File: src/rtl/snes_pad_if.sv
// Pad-side pins and decoded key levels of the SNES pad reader.
// master = the reader (drives the pad strobes and key outputs), slave = consumer/pad side.
interface snes_pad_if;
  logic        poll_now;
  logic        pad_data;
  logic        pad_latch;
  logic        pad_clk;
  logic        KeyA;
  logic        KeyB;
  logic        KeySelect;
  logic        KeyStart;
  logic        KeyRight;
  logic        KeyLeft;
  logic        KeyUp;
  logic        KeyDown;
  logic        KeyR;
  logic        KeyL;
  logic [15:0] keys_raw;
  logic        frame_done;

  modport master (
    input  poll_now, pad_data,
    output pad_latch, pad_clk,
    output KeyA, KeyB, KeySelect, KeyStart, KeyRight, KeyLeft, KeyUp, KeyDown, KeyR, KeyL,
    output keys_raw, frame_done
  );

  modport slave (
    output poll_now, pad_data,
    input  pad_latch, pad_clk,
    input  KeyA, KeyB, KeySelect, KeyStart, KeyRight, KeyLeft, KeyUp, KeyDown, KeyR, KeyL,
    input  keys_raw, frame_done
  );
endinterface

File: src/rtl/snes_pad_reader.sv
// Polls an SNES serial gamepad and presents ten active-high key levels plus the raw frame.
// state  | meaning
// IDLE   | waiting for interval wrap or poll_now
// LATCH  | latch strobe high for 2*HALF cycles
// GAP    | latch low, clock high for HALF cycles; bit 0 sampled on last cycle
// CLK_LO | serial clock low for HALF cycles
// CLK_HI | serial clock high for HALF cycles; bit n sampled on last cycle
// DONE   | one cycle; key outputs, keys_raw and frame_done update together
module snes_pad_reader #(
  parameter int HALF          = 100,
  parameter int POLL_INTERVAL = 279620,
  parameter bit SOCD_CLEAN    = 1'b1
) (
  input  logic        mclk,
  input  logic        resetn,
  snes_pad_if.master  pad
);

  localparam int CW = (POLL_INTERVAL > 2) ? $clog2(POLL_INTERVAL) : 1;
  localparam int PW = $clog2(2 * HALF);
  localparam logic [CW-1:0] INT_LAST = CW'(POLL_INTERVAL - 1);
  localparam logic [PW-1:0] PH_2H    = PW'(2 * HALF - 1);
  localparam logic [PW-1:0] PH_H     = PW'(HALF - 1);

  typedef enum logic [2:0] {IDLE, LATCH, GAP, CLK_LO, CLK_HI, DONE} state_t;

  state_t          state_q, state_d;
  logic [CW-1:0]   int_cnt_q, int_cnt_d;
  logic [PW-1:0]   ph_cnt_q, ph_cnt_d;
  logic [3:0]      bit_q, bit_d;
  logic [15:0]     sr_q, sr_d;
  logic [1:0]      sync_q;
  logic            latch_q, pclk_q, done_q;
  logic [9:0]      keys_q, keys_d;
  logic [15:0]     raw_q;
  logic            int_wrap, ph_end, pad_bit;
  logic            ud_clr, lr_clr;

  assign int_wrap = (int_cnt_q == INT_LAST);
  assign ph_end   = (ph_cnt_q == '0);
  assign pad_bit  = ~sync_q[1];

  always_comb begin
    state_d   = state_q;
    int_cnt_d = int_wrap ? '0 : int_cnt_q + 1'b1;
    ph_cnt_d  = ph_end ? ph_cnt_q : ph_cnt_q - 1'b1;
    bit_d     = bit_q;
    sr_d      = sr_q;
    unique case (state_q)
      IDLE: begin
        if (pad.poll_now || int_wrap) begin
          state_d  = LATCH;
          ph_cnt_d = PH_2H;
          if (pad.poll_now) int_cnt_d = '0;
        end
      end
      LATCH: begin
        if (ph_end) begin
          state_d  = GAP;
          ph_cnt_d = PH_H;
        end
      end
      GAP: begin
        if (ph_end) begin
          sr_d[0]  = pad_bit;
          bit_d    = 4'd1;
          state_d  = CLK_LO;
          ph_cnt_d = PH_H;
        end
      end
      CLK_LO: begin
        if (ph_end) begin
          state_d  = CLK_HI;
          ph_cnt_d = PH_H;
        end
      end
      CLK_HI: begin
        if (ph_end) begin
          sr_d[bit_q] = pad_bit;
          ph_cnt_d    = PH_H;
          if (bit_q == 4'd15) begin
            state_d = DONE;
          end else begin
            bit_d   = bit_q + 4'd1;
            state_d = CLK_LO;
          end
        end
      end
      DONE:    state_d = IDLE;
      default: state_d = IDLE;
    endcase
  end

  // Opposing directions cancel out when SOCD cleaning is enabled; keys_raw stays unfiltered.
  always_comb begin
    ud_clr = SOCD_CLEAN && sr_q[4] && sr_q[5];
    lr_clr = SOCD_CLEAN && sr_q[6] && sr_q[7];
    keys_d = {sr_q[8], sr_q[0], sr_q[2], sr_q[3],
              sr_q[7] & ~lr_clr, sr_q[6] & ~lr_clr,
              sr_q[4] & ~ud_clr, sr_q[5] & ~ud_clr,
              sr_q[11], sr_q[10]};
  end

  always_ff @(posedge mclk or negedge resetn) begin
    if (!resetn) begin
      state_q   <= IDLE;
      int_cnt_q <= '0;
      ph_cnt_q  <= '0;
      bit_q     <= '0;
      sr_q      <= '0;
      sync_q    <= 2'b11;
      latch_q   <= 1'b0;
      pclk_q    <= 1'b1;
      done_q    <= 1'b0;
      keys_q    <= '0;
      raw_q     <= '0;
    end else begin
      state_q   <= state_d;
      int_cnt_q <= int_cnt_d;
      ph_cnt_q  <= ph_cnt_d;
      bit_q     <= bit_d;
      sr_q      <= sr_d;
      sync_q    <= {sync_q[0], pad.pad_data};
      latch_q   <= (state_d == LATCH);
      pclk_q    <= (state_d != CLK_LO);
      done_q    <= (state_q == DONE);
      if (state_q == DONE) begin
        keys_q <= keys_d;
        raw_q  <= sr_q;
      end
    end
  end

  assign pad.pad_latch  = latch_q;
  assign pad.pad_clk    = pclk_q;
  assign pad.frame_done = done_q;
  assign pad.keys_raw   = raw_q;
  assign {pad.KeyA, pad.KeyB, pad.KeySelect, pad.KeyStart, pad.KeyRight,
          pad.KeyLeft, pad.KeyUp, pad.KeyDown, pad.KeyR, pad.KeyL} = keys_q;

endmodule
File: src/flat_wrapper.sv
// flat-port wrapper written by rule: the top's interface ports become plain ports
module snes_pad_reader_flat 
#(
  parameter int HALF          = 100,
  parameter int POLL_INTERVAL = 279620,
  parameter bit SOCD_CLEAN    = 1'b1
)
  (mclk, resetn, pad_poll_now, pad_pad_data, pad_pad_latch, pad_pad_clk, pad_KeyA, pad_KeyB, pad_KeySelect, pad_KeyStart, pad_KeyRight, pad_KeyLeft, pad_KeyUp, pad_KeyDown, pad_KeyR, pad_KeyL, pad_keys_raw, pad_frame_done);
  snes_pad_if pad_i ();
  input  logic mclk;
  input  logic resetn;
  input wire logic [$bits(pad_i.poll_now)-1:0] pad_poll_now;
  input wire logic [$bits(pad_i.pad_data)-1:0] pad_pad_data;
  output wire logic [$bits(pad_i.pad_latch)-1:0] pad_pad_latch;
  output wire logic [$bits(pad_i.pad_clk)-1:0] pad_pad_clk;
  output wire logic [$bits(pad_i.KeyA)-1:0] pad_KeyA;
  output wire logic [$bits(pad_i.KeyB)-1:0] pad_KeyB;
  output wire logic [$bits(pad_i.KeySelect)-1:0] pad_KeySelect;
  output wire logic [$bits(pad_i.KeyStart)-1:0] pad_KeyStart;
  output wire logic [$bits(pad_i.KeyRight)-1:0] pad_KeyRight;
  output wire logic [$bits(pad_i.KeyLeft)-1:0] pad_KeyLeft;
  output wire logic [$bits(pad_i.KeyUp)-1:0] pad_KeyUp;
  output wire logic [$bits(pad_i.KeyDown)-1:0] pad_KeyDown;
  output wire logic [$bits(pad_i.KeyR)-1:0] pad_KeyR;
  output wire logic [$bits(pad_i.KeyL)-1:0] pad_KeyL;
  output wire logic [$bits(pad_i.keys_raw)-1:0] pad_keys_raw;
  output wire logic [$bits(pad_i.frame_done)-1:0] pad_frame_done;
  assign pad_i.poll_now = pad_poll_now;
  assign pad_i.pad_data = pad_pad_data;
  assign pad_pad_latch = pad_i.pad_latch;
  assign pad_pad_clk = pad_i.pad_clk;
  assign pad_KeyA = pad_i.KeyA;
  assign pad_KeyB = pad_i.KeyB;
  assign pad_KeySelect = pad_i.KeySelect;
  assign pad_KeyStart = pad_i.KeyStart;
  assign pad_KeyRight = pad_i.KeyRight;
  assign pad_KeyLeft = pad_i.KeyLeft;
  assign pad_KeyUp = pad_i.KeyUp;
  assign pad_KeyDown = pad_i.KeyDown;
  assign pad_KeyR = pad_i.KeyR;
  assign pad_KeyL = pad_i.KeyL;
  assign pad_keys_raw = pad_i.keys_raw;
  assign pad_frame_done = pad_i.frame_done;
  snes_pad_reader #(.HALF(HALF), .POLL_INTERVAL(POLL_INTERVAL), .SOCD_CLEAN(SOCD_CLEAN)) u_core (.mclk(mclk), .resetn(resetn), .pad(pad_i));
endmodule
File: config.mk
export PLATFORM = sky130hd
export DESIGN_NAME = snes_pad_reader_flat
export DESIGN_NICKNAME = d
export VERILOG_FILES = /design/src/rtl/snes_pad_if.sv /design/src/rtl/snes_pad_reader.sv /design/src/flat_wrapper.sv
export SDC_FILE = /design/constraint.sdc
export NUM_CORES = 1
export LEC_CHECK = 0
export CAP_MARGIN = 5
export CORE_ASPECT_RATIO = 0.75
export CORE_MARGIN = 3
export CORE_UTILIZATION = 25
export DETAILED_ROUTE_END_ITERATION = 12
export PLACE_DENSITY = 0.48
export SLEW_MARGIN = 20
export SYNTH_ARGS = -nofsm -noshare
export SYNTH_HDL_FRONTEND = slang
export SYNTH_SLANG_ARGS = --single-unit
export TNS_END_PERCENT = 30
File: constraint.sdc
create_clock -name mclk -period 2.9 [get_ports mclk]
set_input_delay 0.58 -clock mclk [delete_from_list [all_inputs] [get_ports mclk]]
set_output_delay 0.58 -clock mclk [all_outputs]
set_load 0.005 [all_outputs]
# ---- Word level (Yosys, flattened, before mapping)
# Index checks and enable logic that the tools add are counted.
dict set report totals {
  register_bits 81
  output_inout_bits 29
  elab_cells 72
}
dict set report classes {
  n_addsub 3
  order_cmp 2
  n_eq_ne 12
  mux 25
  bitwise 7
  n_reduce_logical 11
}
# op count
set op_table {}
lappend op_table {{two-way mux 19 bit} 4}
lappend op_table {{two-way mux 8 bit} 3}
lappend op_table {{adder 19 x 1 -> 19 bit (second input constant)} 1}
lappend op_table {{== test 19 bit (second input constant)} 1}
lappend op_table {{two-way mux 3 bit} 6}
lappend op_table {{bitwise mux 16 bit} 1}
lappend op_table {{case mux 8 bit (2 select lines)} 1}
lappend op_table {{case mux 3 bit (5 select lines)} 1}
lappend op_table {{two-way mux 4 bit} 3}
lappend op_table {{zero test 8 bit} 1}
lappend op_table {{case mux 4 bit (2 select lines)} 1}
lappend op_table {{subtractor 8 x 1 -> 8 bit (second input constant)} 1}
lappend op_table {{== test 3 x 1 -> 1 bit (second input constant)} 2}
lappend op_table {{== test 3 x 2 -> 1 bit (second input constant)} 2}
lappend op_table {{== test 3 bit (second input constant)} 2}
lappend op_table {{less-than comparator 4 x 5 -> 1 bit (second input constant)} 1}
lappend op_table {{adder 4 x 1 -> 4 bit (second input constant)} 1}
lappend op_table {{bitwise AND 1 bit} 4}
lappend op_table {{demux 1 bit (select 4 bit)} 1}
lappend op_table {{== test 4 bit (second input constant)} 1}
lappend op_table {{>= comparator 4 x 1 -> 1 bit (second input constant)} 1}
lappend op_table {{inequality test 2 x 1 -> 1 bit (second input constant)} 2}
lappend op_table {{AND reduction 4 bit} 1}
lappend op_table {{OR reduction 4 bit} 1}
lappend op_table {{11 further kinds} 17}

# ---- Logic depth before layout (Yosys ltp)
# Gate-level depths: netlist of run 1.
dict set report depth {
  depth_word 7
  depth_mapped 7
  ltp_nobuf 6
}

# ---- Least setup slack after synthesis of run 1
# No wires, ideal clock.
dict set report synth_timing {
  path_kind {register -> register}
  from {register u_core.ph_cnt_q[0]}
  to {register u_core.sr_q[0]}
  setup_ns 0.079
  arrival_ns 1.965
  required_ns 2.821
  path_slack_ns 0.855
  stages_incl_launch_ff 8
  path_buffers 1
  synth_period_minus_slack_ns 2.045
  path_cell_list {dfrtp_1 -> inv_1 -> ha_1 -> or3b_2 -> or2_1 -> buf_6 -> nor3_1 -> mux2i_1}
}
dict set report synth_between {
  elab_chain_len 3
}
# element line_no
set synth_lines {}
lappend synth_lines {{start: declaration} snes_pad_reader.sv:29} ;# logic [PW-1:0] ph_cnt_q, ph_cnt_d;
lappend synth_lines {{start signal: assignment} snes_pad_reader.sv:120} ;# ph_cnt_q <= ph_cnt_d;
lappend synth_lines {{zero test 8 bit *} snes_pad_reader.sv:40} ;# assign ph_end = (ph_cnt_q == '0);
lappend synth_lines {{inequality test 2 x 1 -> 1 bit (no source line)} --}
lappend synth_lines {{AND reduction 3 bit (no source line) *} --}
lappend synth_lines {{end signal: assignment} snes_pad_reader.sv:122} ;# sr_q <= sr_d;
lappend synth_lines {{end: declaration} snes_pad_reader.sv:31} ;# logic [15:0] sr_q, sr_d;
# Mark *: on every way between the ends. The rest lies on a longest branch, timed or not.
# A chain may end at the register's enable or synchronous reset.

# ---- Worst setup path in the final report of run 1
dict set report layout_timing {
  from {register u_core.ph_cnt_q[0]}
  to {register u_core.sr_q[2]}
}
dict set report layout_between {
  elab_chain_len 2
}
# element line_no
set layout_lines {}
lappend layout_lines {{zero test 8 bit} snes_pad_reader.sv:40}
lappend layout_lines {{AND reduction 2 bit (no source line)} --}
# No other way between the ends.

==> results.json, run 1 <==
{
  "drt_wl_total_mm": 7.13,
  "grt_max_degree": 76,
  "vias": 2493,
  "min_period_over_period_pct": 82.7,
  "hold_path_end": "u_core.sync_q[1]",
  "rows": 36,
  "synth_most_common_cell": "dfrtp_1",
  "antenna_left": 0,
  "yosys.area.top_type_share_pct": 51.1,
  "irDropWorstVdd_uv": 254,
  "hold_path.startpoint": "u_core.sync_q[0]",
  "r2r_cells": 6,
  "grt_pass1_wl_mm": 12.0,
  "top_layer": "met4",
  "slew-limit-headroom_pct": 36.8,
  "drt_iter0_drc": 167,
  "critPathRequiredTime_ns": 3.10,
  "path_cells": "inv_1 > ha_1 > or3b_2 > nor3b_4 > nand3_1 > mux2i_1",
  "antenna_found_initial": 0,
  "syn_area_per_cell_sq_um": 10.3,
  "status": "completed",
  "met2WireLength_mm": 2.98,
  "synth_area_leaders": "dfrtp_1 (51%), mux2i_1 (5.4%), nand2_1 (3.5%)",
  "hold_viol": 0,
  "ys.flop_type": "dfrtp_1",
  "die_width_microns": 143,
  "cts_setup_buffers": 0,
  "power_density_nw_per_um2": 498,
  "max_freq_ghz": 0.417,
  "clkTransAtPathRegs_ns": 0.06,
  "drc_errors": 0,
  "ff2ff_setup_slack_ns": 0.50,
  "num_antenna_cells": 0,
  "wl_met1_mm": 3.86,
  "instances_no_fill": 545,
  "yosysTopAreaCell": "dfrtp_1",
  "synth_seq_area_share_pct": 53.3,
  "rr_startpoint": "u_core.ph_cnt_q[0]",
  "endpoint_kind": "flip-flop",
  "cp_max_fo": 16,
  "dpl-instance-area_sq_um": 3950,
  "die_y_microns": 109,
  "crit_path_max_incr_delay_ns": 0.55,
  "synthCells": 343,
  "cp_slowest_cell": "nor3b_4",
  "start_util_pct": 26.4,
  "p_leak_nw": 1.86,
  "final_area_sq_um": 4220,
  "yosys_register_bits": 75,
  "post_cts_resized": 0,
  "clockBufferDepth": 2,
  "synth_common_cells": "dfrtp_1 (72), nand2_1 (33), nor2_1 (27)",
  "worstSetupPathType": "reg2reg",
  "syn-cell-area_sq_um": 3530,
  "io_buffers": 32,
  "nNetsFinal": 379,
  "postSynthNetCount": 353,
  "start_kind": "flip-flop",
  "ioPinCount": 33,
  "hp-class": "reg2reg",
  "slew_violations": 0,
  "htreeDepth": 3,
  "overflow": 0,
  "rsz0062_at_grt": "false",
  "syn_to_final_growth_pct": 19.5,
  "max_cap_viol_count": 0,
  "hold_buffers": 0,
  "worst_hold_path.num_cells": 0,
  "finClkSkew_ns": 0.00749,
  "die-area_sq_um": 15600,
  "wl_per_cell_microns": 13.1,
  "cts-buffers-inserted": 9,
  "fp.coreArea_sq_um": 13400,
  "root_buffer": "clkbuf_16",
  "setup-tns-final_ns": 0,
  "tightest_slew_ns": 0.948,
  "yosysWarnings": 0,
  "synth_edf_count": 0,
  "grt_usage_pct": 9.83,
  "n_fill_cell": 1333,
  "clock_latency_ns": 0.33,
  "fin_crit_ns": 2.40,
  "drive_gt1_share_pct": 8.02,
  "crit_start": "u_core.ph_cnt_q[0]",
  "dp_cells": 529,
  "route.met3.wl_microns": 221,
  "tritoncts": "done",
  "yosysUniqueCellTypes": 57,
  "cp.arrival_ns": 2.60,
  "async_flop_share_pct": 100,
  "dpl.hpwl_mm": 4.85,
  "first_pass_iters": 4,
  "rr_endpoint": "u_core.sr_q[2]",
  "via_per_inst": 4.57,
  "gp_congestion": 0.753,
  "final-setup-viol-count": 0,
  "clock-sinks": 75,
  "grt_pass1_vias": 2327
}
-- flip-flops by register name, indices dropped and copies added, names as in the netlist --
signal                 count
u_core.keys_q              4
u_core.sr_q               16
u_core.pad.keys_raw       16
u_core.pad.pad_latch       1
u_core.state_q             3
u_core.int_cnt_q          19
u_core.sync_q              2
u_core.bit_q               4
u_core.pad.pad_clk         1
u_core.pad.frame_done      1
u_core.ph_cnt_q            8
-- placed cells by master (no fill, tap or decap), drive strengths merged, types with 4 or more instances in the layout --
cell and count:
clkdlybuf4s50 31, and3 6, o21ai 23, inv 26
nor3 9, clkbuf 12, nand4 6, nor4 5
o31ai 4, nand2 33, xnor2 12, nor2 28
xor2 6, nand3 22, ha 6, mux2i 19
dfrtp 72
-- worst max-delay path by stage --
stage,to,cells past startpoint,slack [ns]
final,u_core.sr_q[2],6,0.50
after CTS,u_core.sr_q[2],6,0.48
after detailed placement,u_core.sr_q[2],6,0.49
after global placement,u_core.sr_q[2],6,0.50
after global routing,u_core.sr_q[2],6,0.30
after floorplan,u_core.sr_q[0],7,0.86
-- critical path, delay by kind of cell (launching register included) --
family,cells,cell delay (ns)
and+or+nand+nor,3,1.32
adders and majority gates,1,0.24
DFF,1,0.43
muxes,1,0.17
buffers and inverters,1,0.10
-- metrics by stage --
stage	setup slack [ns]	utilization (%)	hold slack (ns)	total power, mW
floorplan	0.855	-	0.284	1.07
global placement	0.504	29.5	0.348	1.10
detailed placement	0.487	29.5	0.347	1.10
CTS	0.475	31.5	0.355	2.14
global route	0.302	31.5	0.363	2.19
finish	0.501	31.5	0.355	2.10
-- cell type report --
class | instances | area [sq um] | area share [%]
multi-input cells | 223 | 1420 | 33.7
flip-flops and latches | 75 | 1880 | 44.6
clock buffers | 12 | 246 | 5.84
inverters | 26 | 97.6 | 2.31
clock inverters | 4 | 26.3 | 0.623
repair buffers | 34 | 333 | 7.89
well taps | 171 | 214 | 5.07
-- logic make-up after synthesis --
kind of cell	synth area share [%]
mux	5.39
xor+xnor	4.47
buf+inv	6.45
fa+ha+maj	2.13
simple gates	19.3
compound gates	9.01
flops	53.3
-- where the power goes --
group / switching [mW] / internal, mW / total, mW
sequential: 0.00348 / 1.05 / 1.05
clock: 0.424 / 0.601 / 1.03
combinational: 0.0201 / 0.00371 / 0.0238
-- layer usage --
| layer | up-vias | global-route usage [%] |
|---|---|---|
| met2 | 41 | 12.8 |
| li1 | 1237 | - |
| met4 | 0 | 3.66 |
| met3 | 6 | 2.76 |
| met5 | - | 0 |
| met1 | 1209 | 15.1 |
(Power assumes the default switching activity.)
==> run 2: changes to the inputs <==
Settings changed: PLACE_DENSITY 0.48 to 0.5.
Clock period 2.9 ns to 2.18 ns, I/O delays scaled along.
==> results.json, run 2 (synthesis results as in run 1) <==
{
  "via_per_inst": 4.54,
  "slew_violations": 0,
  "max_freq_ghz": 0.493,
  "tightest_slew_ns": 0.508,
  "max_cap_viol_count": 0,
  "clock-sinks": 75,
  "grt_usage_pct": 10.0,
  "clockBufferDepth": 2,
  "antenna_left": 0,
  "drive_gt1_share_pct": 10.7,
  "fp.coreArea_sq_um": 13400,
  "wl_per_cell_microns": 13.2,
  "die_width_microns": 143,
  "pwr-share-comb_pct": 1.3,
  "switchingPower_mw": 0.629,
  "antenna_found_initial": 0,
  "num_antenna_cells": 0,
  "fin_crit_ns": 2.03,
  "pwr-share-seq_pct": 49.3,
  "p_leak_nw": 1.90,
  "cp_slowest_cell": "or3b_2",
  "crit_path_max_incr_delay_ns": 0.53,
  "power_density_nw_per_um2": 657,
  "rows": 36,
  "hp-class": "in2async",
  "cts-buffers-inserted": 9,
  "cpLargestDelayFamily": "simple AND/OR/NAND/NOR gates",
  "mostFrequentLayoutCells": "dfrtp_1 (72), nand2_1 (33), clkdlybuf4s50_1 (31)",
  "rsz0062_at_grt": "false",
  "slew-limit-headroom_pct": 66.1,
  "p_int_mw": 2.21,
  "vias": 2508,
  "top_register": "u_core.int_cnt_q",
  "syn_to_final_growth_pct": 22.6,
  "grt_max_degree": 42,
  "final-setup-viol-count": 0,
  "grt_pass1_wl_mm": 12.3,
  "critPathRequiredTime_ns": 2.38,
  "start_util_pct": 26.4,
  "irDropWorstVdd_uv": 318,
  "final_common_cell": "dfrtp_1",
  "clkTransAtPathRegs_ns": 0.06,
  "endpoint_kind": "flip-flop",
  "drt_wl_total_mm": 7.32,
  "cp.arrival_ns": 2.23,
  "die_y_microns": 109,
  "ioPinCount": 33,
  "clock_latency_ns": 0.33,
  "post-route-util_pct": 32.3,
  "finClkSkew_ns": 0.00522,
  "critPathBufInv": 2,
  "hold_buffers": 0,
  "start_kind": "flip-flop",
  "root_buffer": "clkbuf_16",
  "die-area_sq_um": 15600,
  "first_pass_iters": 5,
  "swShare_pct": 22.1,
  "gp_congestion": 0.775,
  "overflow": 0,
  "status": "completed",
  "path_cells": "inv_1 > ha_1 > or3b_2 > nor3b_4 > buf_12 > nand4_1 > mux2i_1",
  "dpl.hpwl_mm": 5.14,
  "min_period_over_period_pct": 93.1,
  "power.share.clock_pct": 49.4,
  "setup-tns-final_ns": 0,
  "drt_iter0_drc": 112,
  "io_buffers": 32,
  "n_fill_cell": 1349,
  "tritoncts": "done",
  "drc_errors": 0,
  "nNetsFinal": 387,
  "cp_max_fo": 16,
  "grt_pass1_vias": 2459,
  "worstSetupPathType": "reg2reg",
  "hold_viol": 0,
  "htreeDepth": 3,
  "largest_register_ffs": 19
}
[run 2: cell types whose count changed in the layout (fill, tap and decap cells not counted)]
cell / before / now
or2_4: 0 / 1
buf_4: 3 / 9
nor2_4: 0 / 1
or2_1: 1 / 0
clkinvlp_4: 1 / 4
clkbuf_1: 2 / 0
inv_6: 0 / 2
buf_12: 0 / 2
clkinv_2: 2 / 0
nor2_2: 1 / 0
clkinv_4: 1 / 0
[run 2: final cells by class]
type	instances	area (sq um)	area share (%)
Clock inverter	6	47.5	1.10
Timing Repair Buffer	42	418	9.66
Tap cell	171	214	4.95
Inverter	26	97.6	2.26
Clock buffer	10	239	5.53
Sequential cell	75	1880	43.5
Multi-Input combinational cell	223	1430	33.0
[run 2: per-stage QoR]
step	hold slack [ns]	area (sq um)	worst slack, ns	total power, mW	std cells
2_1_floorplan	0.140	3530	0.135	1.43	343
3_3_place_gp	0.347	4030	0.162	1.47	537
3_5_place_dp	0.348	4030	0.103	1.47	537
4_1_cts	0.0878	4320	0.0903	2.89	553
5_1_grt	0.101	4320	0.0145	2.95	553
6_report	0.0712	4320	0.150	2.84	553
[run 2: worst register-to-register path: cells and delay by family (launching register included)]
family                     cells  cell delay, ns
DFF                            1            0.43
buffers and inverters          2            0.27
adders and majority gates      1            0.16
muxes                          1            0.15
and+or+nand+nor                3            0.90
[run 2: per-layer routing]
metal  vias to the layer above  routed length, microns  track usage, %
met4                         0                      89            2.44
met2                        33                    3190            14.7
met5                         -                       0               0
li1                       1243                       -               -
met1                      1226                    3820            14.1
met3                         6                     234            3.46
[run 2: power groups by stage]
stage | registers (mW) | clock network (mW) | logic [mW]
finish | 1.40 | 1.41 | 0.0367
global route | 1.40 | 1.51 | 0.0438
CTS | 1.40 | 1.45 | 0.0399
detailed placement | 1.43 | 0 | 0.0398
global placement | 1.43 | 0 | 0.0395
floorplan | 1.42 | 0 | 0.00335
[run 2: path summary, 6_finish.rpt]
path,start,to,slack (ns),depth (start not counted)
setup / recovery,u_core.ph_cnt_q[0],u_core.sr_q[13],0.15,7
hold reg to reg,u_core.sync_q[0],u_core.sync_q[1],0.36,0
hold / removal,resetn,u_core.pad.keys_raw[14],0.07,1
setup reg to reg,u_core.ph_cnt_q[0],u_core.sr_q[13],0.15,7
max in group asynchronous,resetn,u_core.ph_cnt_q[4],1.53,2
min in group mclk,u_core.sync_q[0],u_core.sync_q[1],0.36,0
[run 2: what timing repair did]
item / in CTS / in global routing
setup buffers: 0 / 0
setup endpoints to repair: 0 / 2
endpoints found under the hold margin: 0 / 0
resized for setup: 0 / 2
